[src/rtl/forward_reg_pkg.sv]
// Shared constants for the forward register slice.
package forward_reg_pkg;

  // Payload width used when an instance does not override W.
  localparam int unsigned FWD_DEFAULT_W = 32;

endpackage : forward_reg_pkg

[src/rtl/forward_reg.sv]
// Single-stage valid/ready forward slice: payload and valid are registered,
// while the ready path stays combinational (output_ready -> input_ready).
module forward_reg
  import forward_reg_pkg::*;
#(
  parameter int unsigned W = FWD_DEFAULT_W
) (
  input  logic         clk,
  input  logic         rst_n,
  input  logic         input_valid,
  input  logic [W-1:0] input_payload,
  output logic         input_ready,
  output logic         output_valid,
  output logic [W-1:0] output_payload,
  input  logic         output_ready
);

  logic         r_valid;
  logic [W-1:0] r_payload;
  logic         w_load;

  // Accept a new beat when empty or when the held beat leaves this cycle.
  assign w_load      = ~r_valid | output_ready;
  assign input_ready = w_load;

  // Valid and payload flops; payload only updates on a real incoming beat.
  always_ff @(posedge clk or negedge rst_n) begin
    if (!rst_n) begin
      r_valid   <= 1'b0;
      r_payload <= '0;
    end else if (w_load) begin
      r_valid <= input_valid;
      if (input_valid) begin
        r_payload <= input_payload;
      end
    end
  end

  assign output_valid   = r_valid;
  assign output_payload = r_payload;

endmodule : forward_reg

[config.mk]
export PLATFORM = sky130hd
export DESIGN_NAME = forward_reg
export DESIGN_NICKNAME = d
export VERILOG_FILES = /design/src/rtl/forward_reg_pkg.sv /design/src/rtl/forward_reg.sv
export SDC_FILE = /design/constraint.sdc
export NUM_CORES = 1
export LEC_CHECK = 0
export CAP_MARGIN = 0
export CORE_UTILIZATION = 30
export DETAILED_ROUTE_END_ITERATION = 8
export PLACE_DENSITY = 0.72
export SLEW_MARGIN = 30
export SYNTH_ARGS = -nofsm -noshare
export SYNTH_HDL_FRONTEND = slang
export SYNTH_SLANG_ARGS = --single-unit
[constraint.sdc]
create_clock -name clk -period 1.7 [get_ports clk]
set_clock_uncertainty 0.2 [all_clocks]
set_input_delay 0.51 -clock clk [delete_from_list [all_inputs] [get_ports clk]]
set_output_delay 0.51 -clock clk [all_outputs]
set_load 0.02 [all_outputs]
# Yosys cells after proc, flatten, opt, wreduce, memory -nomap -nowiden
# Cells that the tools add are included.
[word_totals]
ff_bits = 33
in_bits = 36
word_cells = 5
[op_classes]
n_bitwise = 2
reduce_logical = 1
[ops]
columns = ["cell", "count"]
rows = [
  ["$reduce_and 2->1", 1],
  ["$not 1->1", 1],
  ["$or 1x1->1", 1],
]

# Logic depth before layout (Yosys ltp)
[depth]
word_depth = 3
ltp_mapped = 4
ltp_nobuf = 3

# Worst setup path after synthesis
# Ideal clock, no wire load.
[synth_path]
kind = "input to register"
startpoint = "input port output_ready"
endpoint = "register r_payload[0], in the netlist output_payload[0]"
setup_ps = 125
arrival_time_ps = 1255
slack_ps = 120
path_stages = 4
n_path_buf = 1
cell_sequence = "nand2b_4 -> nand2_4 -> buf_12 -> mux2_4"
[synth_between]
elab_chain_cells = 2
[synth_rtl]
columns = ["element", "line", "source"]
rows = [
  ["start: declaration", "forward_reg.sv:15", "input logic output_ready"],
  ["$or 1x1->1", "forward_reg.sv:23", "assign w_load = ~r_valid | output_ready;"],
  ["$reduce_and 2->1 (no line)", "n/a", ""],
  ["end signal: assignment", "forward_reg.sv:34", "r_payload <= input_payload;"],
  ["end: declaration", "forward_reg.sv:19", "logic [W-1:0] r_payload;"],
]
# Every way passes these cells.
# A chain may end at the register's enable or synchronous reset.

# Final worst setup path
[layout_path]
startpoint = "register r_payload[14], in the netlist output_payload[14]"
endpoint = "output port output_payload[14]"
[layout_rtl]
columns = ["element", "line", "source"]
rows = [
  ["end: declaration", "forward_reg.sv:14", "output logic [W-1:0] output_payload,"],
]
# No word-level cell between the ends.

==> results.yml <==
detailed_routing:
  num_vias: 908
  antenna_left: 0
  vias_per_cell: 4.47
  wl_per_cell_um: 16.7
  first_pass_iters: 3
  drt_iter0_markers: 37
  drc_errors: 0
  wl_um: 3400
critical_path:
  critPathRequiredTime_ns: 0.99
  critical_path.slowest_cell: "dfrtp_1"
  cp_max_fo: 2
  path_class: "reg2out"
  end_kind: "output port"
  cp_cell_sequence: "clkdlybuf4s15_1"
  crit_arrival_ns: 0.97
  worst_path_largest_cell_delay_ns: 0.39
  path_delay_family: "flip-flops"
  worstSetupStartpointType: "register"
  path_buf_inv: 1
layout:
  final_nets: 186
  area_growth_pct: 63.1
  layout_common_cells: "clkdlybuf4s50_1 (33), dfrtp_1 (33), mux2_4 (31), clkdlybuf4s15_1 (23), clkbuf_2 (10)"
  post_route_cells_drive_above_1_share_pct: 39.1
  fin_cells: 203
  nFillCells: 367
  diodes: 0
  fin_area_mm2: 0.00227
sta:
  hold-worst-slack_ns: 0.311
  fmax_ghz: 0.595
  finalHoldViolCount: 0
  setup_viol: 0
  fin_ws_ns: 0.0198
  drv_slew: 0
  min_period_over_period_pct: 98.8
  slew_headroom_pct: 85.3
  worst_pin_slew_ns: 0.220
  fin_setup_tns_ns: 0
  min_period_ns: 1.68
  rsz0062_at_grt: "no"
synth:
  synthesis.instances: 71
  synth_top_area_cell: "dfrtp_1"
  synth_nets: 107
  yosys-top-cells-area: "dfrtp_1 (59%), mux2_4 (32%), buf_12 (4.3%)"
  syn_area_mm2: 0.00139
  avgSynthCellArea_um2: 19.6
  ys_warn_count: 0
  yosysSeqAreaShare_pct: 59.4
  ys_seq_elements: 33
  synth_top_area_share_pct: 59.4
  synth_cell_types: 7
die:
  core-area_mm2: 0.00441
  die_area_mm2: 0.00491
  fp.dieW_um: 70.1
  start_util_pct: 31.5
  rows: 24
  ios: 70
  dieHeight_um: 70.1
clock_tree:
  clk_pin_slew_ns: 0.07
  cts_num_sinks: 33
  clockBufferDepth: 2
  cts_tree: "yes"
  root_buffer: "clkbuf_8"
  htree_levels: 2
  cts_inserted_buffers: 5
  clock_latency_ns: 0.28
global_route:
  grt_pass1_wl_um: 5380
  antenna_found_initial: 0
  grt_most_used_layer: "met2"
  grt-ovfl-total: 0
  grt_pass1_vias: 1005
  gr-usage-met3_pct: 4.47
  met2_usage_pct: 24.1
  use_met1_pct: 17.7
  gr-usage-all-layers_pct: 14.5
  grt_max_degree: 34
place:
  port-buffer-count: 69
  gp_routability_congestion: 0.723
  pre_cts_ws_ns: -0.688
  placed_cells_incl_taps: 193
  detailed_place_hpwl_um: 2310
  placed_area_mm2: 0.00215
power_and_ir_drop:
  vdd.ir_drop.worst_mv: 0.447
  power.leakage_nw: 1.09
  powerDensity_mw_per_mm2: 983
outcome:
  status: "complete, no violations"
min_path:
  worstHoldPathType: "reg2reg"
job:
  cap_violations: 0
[through the flow]
| step | utilization (%) | power (mW) |
|---|---|---|
| 6_report | 51.4 | 2.23 |
| 5_1_grt | 51.4 | 2.33 |
| 4_1_cts | 52.2 | 2.25 |
| 3_5_place_dp | 48.8 | 1.72 |
| 3_3_place_gp | 48.8 | 1.70 |
| 2_1_floorplan | - | 1.34 |
[sequential cells by signal, indices dropped and copies added, names as in the netlist]
signal,flops
output_valid,1
output_payload,32
[synthesized netlist by cell type (all sizes together)]
library cell and count:
nand2b 1, dfrtp 33, mux2 32, nand2 1, or2b 1, buf 3
[power by group]
part           internal, mW  total [mW]  switching, mW
Combinational         0.394       0.688          0.294
Clock                 0.284       0.574          0.290
Sequential            0.900       0.969         0.0691
Total                  1.58        2.23          0.653
[worst register-to-register path, stage by stage, from the launching register on]
cell       delay, ns
dfrtp_1         0.41
nand2b_4        0.10
buf_6           0.12
nand2_8         0.07
bufbuf_16       0.29
mux2_4          0.30
[cells by family after synthesis]
logic type / count (synthesis) / share of synthesized area (%)
buf+inv: 3 / 4.32
flops: 33 / 59.4
mux: 32 / 34.0
simple gates: 3 / 2.34
[final cells by class]
class                           count  area [um2]  share of cell area [%]
Clock inverter                      2        10.0                   0.441
Tap cell                           52        65.1                    2.87
Clock buffer                        6        72.6                    3.20
Sequential cell                    33         826                    36.4
Multi-Input combinational cell     35         518                    22.8
Timing Repair Buffer               75         778                    34.3
[layer usage]
| layer | share of wire [%] | up-vias | wire length [um] |
|---|---|---|---|
| met4 | 0.79 | 0 | 27 |
| li1 | - | 407 | - |
| met5 | 0 | - | 0 |
| met1 | 42 | 455 | 1440 |
| met2 | 51 | 42 | 1720 |
| met3 | 6.1 | 4 | 206 |
[timing repair]
item / CTS / global route
gates resized for setup: 68 / 21
hold endpoints to repair: 0 / 0
endpoints found under the setup margin: 66 / 20
hold buffers: 0 / 0
cloned: 2 / 0
buffers inserted: 0 / 0
[final timing paths]
| kind | startpoint | to | slack, ns | depth (start not counted) |
|---|---|---|---|---|
| max reg2reg | output_valid | output_payload[23] | 0.09 | 5 |
| min reg2reg | output_payload[25] | output_payload[25] | 0.31 | 1 |
| min | output_payload[25] | output_payload[25] | 0.31 | 1 |
| max | output_payload[14] | output_payload[14] | 0.02 | 1 |
| max in group asynchronous | rst_n | output_payload[28] | 0.73 | 2 |
| min in group asynchronous | rst_n | output_payload[13] | 0.38 | 2 |
Power figures use the tool's default switching activity.
==> edit 1, RTL diff (same settings) <==
The package constant `FWD_DEFAULT_W` goes from 32 to 16.
--- a/src/rtl/forward_reg_pkg.sv
+++ b/src/rtl/forward_reg_pkg.sv
@@ -3,5 +3,5 @@
 
   // Payload width used when an instance does not override W.
-  localparam int unsigned FWD_DEFAULT_W = 32;
+  localparam int unsigned FWD_DEFAULT_W = 16;
 
 endpackage : forward_reg_pkg
Ports: changed (resized input_payload and output_payload); port bits go from 70 to 38. No check against the original RTL was run, so the function may have changed too.
==> edit 1 against the unedited design <==
The run now ends with DRC left. Design area is 52% lower. Area after synthesis decreased by 50%. Wire length down 58%. Die area fell by 49%. Total power down 55%. Worst setup slack better by 0.029 ns. Sequential share of layout area up 2.7 points. Count of clock-buffer cells in the layout is 2 lower. Clock power down 64%. Sequential cell count is 16 lower. Worst hold slack got worse by 0.0019 ns. Critical path type unchanged. Critical endpoint is now output_payload[1]. Highest routed layer is now met3.
==> edit 1: results (changes against the unedited design) <==
pin count of the biggest net entering global routing=18 (was 34); share of synthesized area occupied by flip-flops and latches=61.2% (was 59.4%); root buffer cell=clkbuf_4 (was clkbuf_8); 1st-iter DRT viols=2 (was 37); placed insts=103 (was 193); maximum ir drop on the vdd rail=0.000671 V (was 0.000447 V); run status=finished with violations (was completed); total routed wirelength=1410 um (was 3400 um); post-placement worst setup slack=-0.705 ns (was -0.688 ns); count of vias placed by the detailed router=470 (was 908); Post-Syn Nets=57 (was 107); vias in the first global route=442 (was 1005); leading cell types by count after synthesis=dfrtp_1 (17), mux2_4 (10), mux2_2 (6) (was dfrtp_1 (33), mux2_4 (30), buf_12 (3)); max FFs per register=16 (was 32); share of post-route cells with drive strength above 1=51.9% (was 39.1%); failing checks=DRC; weighted congestion reported at the end of routability-driven placement=0.550 (was 0.723); 1st-pass router iterations=6 (was 3); wire length of the first global-routing pass=2300 um (was 5380 um); number of buffers added by the clock tree synthesis step=3 (was 5); CTS H-tree depth=1 (was 2); post-detailed-route DRC marker count=1 (was 0); total half-perimeter wirelength after legalization and detailed placement=990 um (was 2310 um); register clock-pin slew on the reported worst setup and hold paths=0.09 ns (was 0.07 ns); port bufs=37 (was 69)
edit 1: cell types whose count changed in the layout (fill, tap and decap cells not counted), sizes merged, moves of 2 or more:
cell	unedited run	this run
bufbuf	2	0
clkdlybuf4s15	24	2
clkdlybuf4s50	33	17
mux2	32	16
clkinv	2	0
dfrtp	33	17
edit 1: final timing paths:
kind	to	depth (start not counted)	from	slack (ns)
worst max-delay path	output_payload[1]	1	output_payload[1]	0.05
worst min-delay path	output_payload[14]	1	output_payload[14]	0.31
worst max register to register	output_payload[0]	5	output_valid	0.18
worst min register to register	output_payload[14]	1	output_payload[14]	0.31
max in group asynchronous	output_payload[11]	2	rst_n	0.77
min in group asynchronous	output_payload[8]	2	rst_n	0.34
edit 1: kinds of logic (layout without fill, tap and decap cells):
| family | after synthesis | count (layout) | share of synthesized area, % |
|---|---|---|---|
| buffers and inverters | 1 | 44 | 2.88 |
| DFF | 17 | 17 | 61.2 |
| muxes | 16 | 16 | 31.3 |
| and+or+nand+nor | 3 | 4 | 4.68 |
edit 1: routing by layer:
layer	GRT usage (%)	share of wire (%)	vias up
met5	0	0	-
met1	16.4	40	227
met2	20.2	54	22
li1	-	-	221
met4	4.29	0	0
met3	4.85	6.4	0
edit 1: metrics by stage:
step / area, um2 / hold slack (ns)
finish: 1090 / 0.309
global route: 1090 / 0.337
CTS: 1140 / 0.308
detailed placement: 1100 / 0.291
floorplan: 696 / 0.0144
global placement: 1100 / 0.286
edit 1: timing repair:
| item | CTS | global route |
|---|---|---|
| gates resized for setup | 40 | 22 |
| setup buffers | 0 | 1 |
| endpoints found under the setup margin | 34 | 28 |
| pin swaps | 0 | 0 |
| cloned | 1 | 0 |
| hold buffers | 0 | 0 |
edit 1: layout make-up:
| type | instances | area [um2] | share of cell area [%] |
|---|---|---|---|
| tap | 28 | 35.0 | 3.22 |
| timing repair buffer | 40 | 322 | 29.6 |
| sequential | 17 | 425 | 39.1 |
| multi-input combinational | 20 | 279 | 25.7 |
| clock buffer | 4 | 26.3 | 2.42 |
edit 1: power groups by stage:
| stage | clock network (mW) | registers, mW | logic [mW] |
|---|---|---|---|
| 2_1_floorplan | 0 | 0.572 | 0.103 |
| 3_3_place_gp | 0 | 0.497 | 0.354 |
| 3_5_place_dp | 0 | 0.500 | 0.357 |
| 4_1_cts | 0.222 | 0.492 | 0.336 |
| 5_1_grt | 0.235 | 0.501 | 0.330 |
| 6_report | 0.206 | 0.493 | 0.313 |
==> edit 2, RTL diff (same settings) <==
Made on the original files. Make the reset (`rst_n`) synchronous in one clocked block.
--- a/src/rtl/forward_reg.sv
+++ b/src/rtl/forward_reg.sv
@@ -25,5 +25,5 @@
 
   // Valid and payload flops; payload only updates on a real incoming beat.
-  always_ff @(posedge clk or negedge rst_n) begin
+  always_ff @(posedge clk) begin
     if (!rst_n) begin
       r_valid   <= 1'b0;
Function: differs if rst_n is asserted again (counterexample within 4 cycles, from zero or initial values and one cycle with rst_n low); with rst_n held inactive, the same outputs for 10 cycles.
==> edit 2 against the unedited design <==
Area after synthesis is 2.4% lower. Worst hold slack got worse by 0.060 ns. Sequential cell count unchanged. Design area down 2.6%. Sequential power down 12%. Total power fell by 16%. Worst setup slack better by 0.013 ns. Wire length shrank 20%. Non-clock buffer count is 2 higher. Critical path type unchanged.
==> edit 2: results (changes against the unedited design) <==
worst min-delay path endpoint=output_payload[31] (was output_payload[25]); worst-case hold slack=0.250 ns (was 0.311 ns); vias in the first global route=1124 (was 1005); 1st-pass router iterations=4 (was 3); achievable frequency=600 MHz (was 595 MHz); Min-Delay Path Depth=2 (was 1); pin count of the biggest net entering global routing=33 (was 34); total half-perimeter wirelength after legalization and detailed placement=1940 um (was 2310 um); setup slack on the worst flop-to-flop path=0.28 ns (was 0.09 ns); share of synthesized area occupied by flip-flops and latches=48.7% (was 59.4%); dominant synthesized flop cell=dfxtp_1 (was dfrtp_1); sequential cell area in the final layout=661 um2 (was 826 um2); mean instance size in the synthesized netlist=9.43 um2 (was 19.6 um2); port bufs=69 (unchanged); Tightest Pin Transition=0.269 ns (was 0.220 ns); run status=completed (unchanged); Reg-to-Reg Start=output_valid (unchanged); placed cell area=2110 um2 (was 2150 um2); weighted congestion reported at the end of routability-driven placement=0.690 (was 0.723); net count of the finished layout=253 (was 186); met3 Use GR=5.52% (was 4.47%); Critical R2R Capture=output_payload[14] (was output_payload[23]); Synth area leaders=dfxtp_1 (49%), mux2i_1 (24%), nand2_1 (18%), buf_12 (4.4%), clkbuf_1 (1.4%) (was dfrtp_1 (59%), mux2_4 (32%), buf_12 (4.3%), mux2_2 (1.6%), nand2b_4 (0.99%)); static leakage power=1.06 nW (was 1.09 nW); Met3 Wirelength=218 um (was 206 um); total routed wirelength=2730 um (was 3400 um); Post-Syn Nets=180 (was 107); count of cell types in the netlist=12 (was 7); met2 track demand over resource=21.1% (was 24.1%); routing usage on met1=13.8% (was 17.7%); number of setup buffers added after CTS=0 (unchanged); met2 layer wire length in the routed design=1260 um (was 1720 um); Syn Inst Count=144 (was 71); Min-Delay Startpoint=output_payload[31] (was output_payload[25]); routed len/inst=10.1 um (was 16.7 um); overall routing resource usage=12.4% (was 14.5%); proportion of register bits with asynchronous set or reset after synthesis=0% (was 100%); wire length of the first global-routing pass=4790 um (was 5380 um); wire length on met1=1240 um (was 1440 um); maximum cell stage delay along the critical path=0.34 ns (was 0.39 ns); leading cell types by count after synthesis=nand2_1 (64), dfxtp_1 (33), mux2i_1 (32) (was dfrtp_1 (33), mux2_4 (30), buf_12 (3)); fill cell total of the finished layout=402 (was 367)
edit 2: cell types whose count changed after synthesis, moves of 5 or more:
cell	before	now
clkbuf_1	0	5
dfrtp_1	33	0
dfxtp_1	0	33
mux2_4	30	0
mux2i_1	0	32
nand2_1	0	64
edit 2: worst max-delay path by stage:
stage                                   from                  to  slack (ns)  cells after the start
after floorplan                 output_ready   output_payload[0]        0.17                      5
after global placement          output_ready         input_ready       -0.67                      3
after detailed placement        output_ready         input_ready       -0.68                      3
after CTS                       output_valid        output_valid        0.01                      1
after global routing      output_payload[16]  output_payload[16]       0.002                      1
final                     output_payload[24]  output_payload[24]        0.03                      1
edit 2: stage by stage:
stage	total power, mW	setup WS (ns)
final	1.86	0.0328
after global routing	1.96	0.00174
after CTS	1.90	0.0110
after detailed placement	1.27	-0.680
after global placement	1.27	-0.674
after floorplan	1.07	0.174
edit 2: kinds of logic (layout without fill, tap and decap cells):
family	after synthesis	after routing	synth area share [%]
AND/OR/NAND/NOR	66	66	19.4
flip-flops	33	33	48.7
AO/OA/AOI/OAI	1	1	0.553
buffers and inverters	12	86	7.83
multiplexers	32	32	23.6
edit 2: cell type report:
| cell class | instances | area share (%) |
|---|---|---|
| clock buffers | 7 | 4.36 |
| clock inverters | 1 | 0.227 |
| inverters | 1 | 0.170 |
| multi-input cells | 99 | 26.7 |
| flip-flops and latches | 33 | 29.9 |
| well taps | 52 | 2.94 |
| repair buffers | 77 | 35.7 |
edit 2: where the power goes:
part / switching [mW] / leakage [nW] / internal, mW
Sequential: 0.0238 / 0.272 / 0.825
Clock: 0.270 / 0.0542 / 0.366
Combinational: 0.172 / 0.732 / 0.208
edit 2: repair_timing:
item / 4_1_cts / 5_1_grt
gates cloned: 1 / 0
pin swaps: 0 / 0
setup endpoints to repair: 37 / 7
resized for setup: 43 / 7
